File: src/rtl/ch_fifo_drain.sv
// Read-side drain engine: alternates bursts from two capture FIFOs (optionally
// headed by a sequence word) into the Xillybus upstream FIFO through a 2-entry queue.
module ch_fifo_drain #(
  parameter int unsigned BURST_LEN = 64,
  parameter bit          HDR_EN    = 1'b1
) (
  input  logic        rd_clk,
  input  logic        rst,
  input  logic        open,
  input  logic [31:0] ch1_dout,
  input  logic        ch1_empty,
  output logic        ch1_rd_en,
  input  logic [31:0] ch2_dout,
  input  logic        ch2_empty,
  output logic        ch2_rd_en,
  input  logic        xb_full,
  output logic [31:0] xb_din,
  output logic        xb_wr_en,
  output logic        busy
);

  localparam logic [15:0] BURST_W = 16'(BURST_LEN);

  typedef enum logic [1:0] {IDLE, HDR, DATA} state_e;

  localparam state_e RUN_STATE = HDR_EN ? HDR : DATA;

  state_e      state_q, state_d;
  logic        cur_ch_q, cur_ch_d;   // 0 = ch1, 1 = ch2
  logic [15:0] word_cnt_q, word_cnt_d;
  logic [15:0] seq_q, seq_d;
  logic [31:0] slot0_q, slot0_d;
  logic [31:0] slot1_q, slot1_d;
  logic        wr_ptr_q, wr_ptr_d;
  logic        rd_ptr_q, rd_ptr_d;
  logic [1:0]  cnt_q, cnt_d;
  logic        inflight_q, inflight_d;

  logic        pop;
  logic        credit;
  logic        hdr_push;
  logic        push;
  logic        rd_issue;
  logic        burst_done;
  logic [1:0]  occ_post;
  logic [31:0] push_word;

  always_ff @(posedge rd_clk) begin
    if (rst) begin
      state_q    <= IDLE;
      cur_ch_q   <= 1'b0;
      word_cnt_q <= '0;
      seq_q      <= '0;
      slot0_q    <= '0;
      slot1_q    <= '0;
      wr_ptr_q   <= 1'b0;
      rd_ptr_q   <= 1'b0;
      cnt_q      <= '0;
      inflight_q <= 1'b0;
    end else begin
      state_q    <= state_d;
      cur_ch_q   <= cur_ch_d;
      word_cnt_q <= word_cnt_d;
      seq_q      <= seq_d;
      slot0_q    <= slot0_d;
      slot1_q    <= slot1_d;
      wr_ptr_q   <= wr_ptr_d;
      rd_ptr_q   <= rd_ptr_d;
      cnt_q      <= cnt_d;
      inflight_q <= inflight_d;
    end
  end

  // Queue bookkeeping. Credit counts the slot a returning read will take this
  // cycle, so a new read is only issued when the post-pop queue plus the
  // returning word still leaves room for it.
  always_comb begin
    pop       = (cnt_q != 2'd0) && !xb_full;
    occ_post  = cnt_q - {1'b0, pop} + {1'b0, inflight_q};
    credit    = (occ_post < 2'd2);
    hdr_push  = (state_q == HDR) && credit;
    push      = inflight_q | hdr_push;
    push_word = inflight_q ? (cur_ch_q ? ch2_dout : ch1_dout)
                           : {8'hA5, 7'b0, cur_ch_q, seq_q};
    slot0_d   = slot0_q;
    slot1_d   = slot1_q;
    wr_ptr_d  = wr_ptr_q;
    rd_ptr_d  = rd_ptr_q;
    if (push) begin
      if (wr_ptr_q) slot1_d = push_word;
      else          slot0_d = push_word;
      wr_ptr_d = ~wr_ptr_q;
    end
    if (pop) rd_ptr_d = ~rd_ptr_q;
    cnt_d = cnt_q + {1'b0, push} - {1'b0, pop};
  end

  always_comb begin
    state_d    = state_q;
    cur_ch_d   = cur_ch_q;
    word_cnt_d = word_cnt_q;
    seq_d      = seq_q;
    inflight_d = rd_issue;
    burst_done = (word_cnt_q == BURST_W) && !inflight_q;
    case (state_q)
      IDLE: begin
        if (open) begin
          state_d    = RUN_STATE;
          cur_ch_d   = 1'b0;
          word_cnt_d = '0;
        end else begin
          seq_d = '0;
        end
      end
      HDR: begin
        if (hdr_push) state_d = DATA;
      end
      DATA: begin
        if (rd_issue) word_cnt_d = word_cnt_q + 16'd1;
        if (burst_done) begin
          cur_ch_d   = ~cur_ch_q;
          word_cnt_d = '0;
          if (cur_ch_q) seq_d = seq_q + 16'd1;
          state_d = open ? RUN_STATE : IDLE;
        end
      end
      default: state_d = IDLE;
    endcase
  end

  always_comb begin
    logic rd_ok;
    rd_ok     = (state_q == DATA) && credit && (word_cnt_q < BURST_W);
    ch1_rd_en = rd_ok && !cur_ch_q && !ch1_empty;
    ch2_rd_en = rd_ok &&  cur_ch_q && !ch2_empty;
    rd_issue  = ch1_rd_en | ch2_rd_en;
    xb_wr_en  = (cnt_q != 2'd0) && !xb_full;
    xb_din    = rd_ptr_q ? slot1_q : slot0_q;
    busy      = (state_q != IDLE);
  end

endmodule

File: config.mk
export PLATFORM = sky130hd
export DESIGN_NAME = ch_fifo_drain
export DESIGN_NICKNAME = d
export VERILOG_FILES = /design/src/rtl/ch_fifo_drain.sv
export SDC_FILE = /design/constraint.sdc
export NUM_CORES = 1
export LEC_CHECK = 0
export BUFFER_PORTS_ARGS = -buffer_cell sky130_fd_sc_hd__buf_2
export CORE_MARGIN = 3
export CORE_UTILIZATION = 35
export DETAILED_ROUTE_END_ITERATION = 6
export GPL_TIMING_DRIVEN = 0
export PLACE_DENSITY_LB_ADDON = 0.08
export SYNTH_ARGS = -nofsm -noshare
export SYNTH_HDL_FRONTEND = slang
export SYNTH_SLANG_ARGS = --single-unit
export TNS_END_PERCENT = 1
File: constraint.sdc
create_clock -name rd_clk -period 6.1 [get_ports rd_clk]
set_clock_uncertainty 0.15 [all_clocks]
set_input_delay 0.61 -clock rd_clk [delete_from_list [all_inputs] [get_ports rd_clk]]
set_output_delay 0.61 -clock rd_clk [all_outputs]
set_load 0.01 [all_outputs]
==> run summary <==
relative slew slack: 40.0%
clock-pin slew on the worst setup and hold paths: 70 ps
hold buffers post-CTS: 0
pwr dens: 306 nW/um^2
post-synthesis cell area: 5330 um^2
vias in the first global route: 5,276
vias per std cell: 5.63
critical setup path kind: reg -> reg
Max rail drop VDD: 0.000171 V
leakage: 0.00233 uW
worst-path cell chain: nor2_1 -> nor2_1 -> ha_1 -> nor2b_1 -> xor2_1 -> a21o_1 -> buf_2 -> inv_1 -> buf_4 -> buf_2 -> ha_1 -> inv_1 -> ha_1 -> xor2_1 -> xnor2_1 -> nor2_1
Initial DRC Count: 421
Site Rows: 44
grt ovf: 0
first-pass GRT wire length: 27.7 mm
status: finished, final reports clean
Die Area: 16,700 um^2
final period utilization: 59.7%
Max Fanout on Critical Path: 10
Post-Syn Nets: 715
share of layout cells above drive strength 1: 23.7%
gr usage total: 21.1%
Syn Area/Cell: 8.34 um^2
cts bufs inserted: 9
r2r worst-path depth: 16
clock sinks: 104
worst hold path type: reg -> reg
Chip Width: 129 um
final std cells w/o fill: 943
Fmax: 0.275 GHz
Hold Worst Slack: 312 ps
most common cell after layout, fill and taps aside: buf_2
hold depth: 1
Layout area overhead: 20.1%
Final Hold Viols: 0
Post-Route WL: 17.4 mm
count of flip-flops with a built-in enable after synthesis: 0
Setup crit start kind: flip-flop
Max-Cap Viols: 0
n_diodes: 0
highest-count cells in the layout ignoring fill and taps: 112 x buf_2, 104 x dfxtp_1, 101 x a21oi_1
I/O pin total: 106
initial antenna violation count: 0
Post-synth ARST share: 0%
Die H: 129 um
Worst-Margin Slew: 900 ps
RSZ-0062 raised after global routing: no
WP data required: 6170 ps
core area: 14,700 um^2
final net count: 830
yosys warns: 0
largest net degree at the start of global routing: 18
DR pass1 iterations: 5
H-tree depth: 3
wire length per cell: 18.5 um
CTS root buffer: clkbuf_16
dpl hpwl: 12.5 mm
Setup Total Neg Slack: 0 ps
antenna-violating nets left: 0
Post-Syn Instances: 639
deepest clock path buffer count: 2
Crit path largest cell delay: 390 ps
synthesis-stage register bit count: 104
CTS resizes: 0
library cells used by synthesis: 44
register area share after synthesis: 39.1%
CTS tree: done
max-slew violations: 0
GP Congestion: 0.828
Port Buffers: 104
DRC violations left: 0
via count: 5,312
final setup vio count: 0
setup repair bufs after CTS: 0
slowest stage cell, crit path: dfxtp_1
FILL cells: 1,506
r2r setup slk: 2460 ps
Critical Path Sink Type: flip-flop
predominant post-synthesis flop cell: dfxtp_1
worst-skew pair later-pin latency: 350 ps
WP data arrival: 3710 ps
Final min period: 3640 ps
Initial Utilization: 36.2%
placed cells: 927
-- per-stage QoR --
step	worst slack (ps)	utilization (%)	total power [uW]	cell area, um^2
6_report	2460	43.5	1960	6400
5_1_grt	2200	43.5	2060	6400
4_1_cts	2460	43.5	1970	6400
3_5_place_dp	2230	41.3	1330	6080
3_3_place_gp	2290	41.3	1320	6080
2_1_floorplan	2750	-	1120	5330
-- registers in the layout, summed over array words and instances, names as in the netlist --
signal,flops
slot0_q,32
slot1_q,32
seq_q,16
word_cnt_q,16
cnt_q,2
state_q,2
cur_ch_q,1
inflight_q,1
rd_ptr_q,1
wr_ptr_q,1
-- routing by layer --
metal  up-vias  wire length [um]  track usage [%]
li1       2574                 -                -
met1      2527              8280             29.3
met2       190              7940             33.8
met3        21               956             3.13
met4         0               257             6.67
met5         -                 0                0
-- Yosys cell counts (2+ instances only) --
library cell	number	area share [%]
or2_2	4	0.47
dfxtp_1	104	39
or4_1	12	1.7
nand2_1	17	1.2
nand4_1	9	1.1
buf_2	8	0.75
nor3b_1	2	0.28
nor2b_1	4	0.47
clkbuf_1	46	3.2
nor3_1	7	0.66
and2_1	10	1.2
xor2_1	2	0.33
mux2_2	44	9.3
or3_1	3	0.35
o21ai_0	64	6.0
a311oi_1	8	1.3
o31ai_1	11	1.6
a211o_1	2	0.33
o211ai_1	6	0.85
a21oi_1	101	9.5
nand3_1	70	6.6
buf_1	5	0.35
mux2i_1	24	4.5
xnor2_1	5	0.82
nor4_1	6	0.70
inv_1	10	0.70
and3_1	3	0.35
ha_1	6	1.4
nor2_1	31	2.2
-- where the power goes --
group	internal (uW)	switching, uW	total, uW
Clock	363	277	640
Combinational	179	415	594
Sequential	709	17.4	727
-- critical path, delay by kind of cell, from the launching register on --
| kind | cells | cell delay [ps] |
|---|---|---|
| buf+inv | 5 | 760 |
| fa+ha+maj | 3 | 760 |
| xor+xnor | 3 | 640 |
| simple gates | 4 | 630 |
| flops | 1 | 390 |
| compound gates | 1 | 160 |
-- cells by family (layout without fill, tap and decap cells) --
family                     Yosys count  in the layout  share of synthesized area, %
AOI/OAI and AO/OA                  201            201                          21.1
and+or+nand+nor                    182            182                          18.0
DFF                                104            104                          39.1
buffers and inverters               71            191                          5.40
muxes                               68             68                          13.8
xor gates and xnor gates             7              7                          1.15
adders and majority gates            6              6                          1.41
-- final timing paths --
check / startpoint / to
max: cnt_q[1] / cnt_q[1]
min: word_cnt_q[11] / word_cnt_q[11]
max reg2reg: cnt_q[1] / cnt_q[1]
min reg2reg: word_cnt_q[11] / word_cnt_q[11]
-- area by class of cell --
cell class | instances | area, um^2 | area share, %
timing repair buffer | 104 | 520 | 8.13
clock buffer | 10 | 229 | 3.58
multi-input combinational | 464 | 2960 | 46.2
buffer | 61 | 250 | 3.91
inverter | 10 | 37.5 | 0.587
tap | 184 | 230 | 3.60
sequential | 104 | 2080 | 32.5
clock inverter | 6 | 92.6 | 1.45
Note: power is estimated with default switching activity, not from simulation.
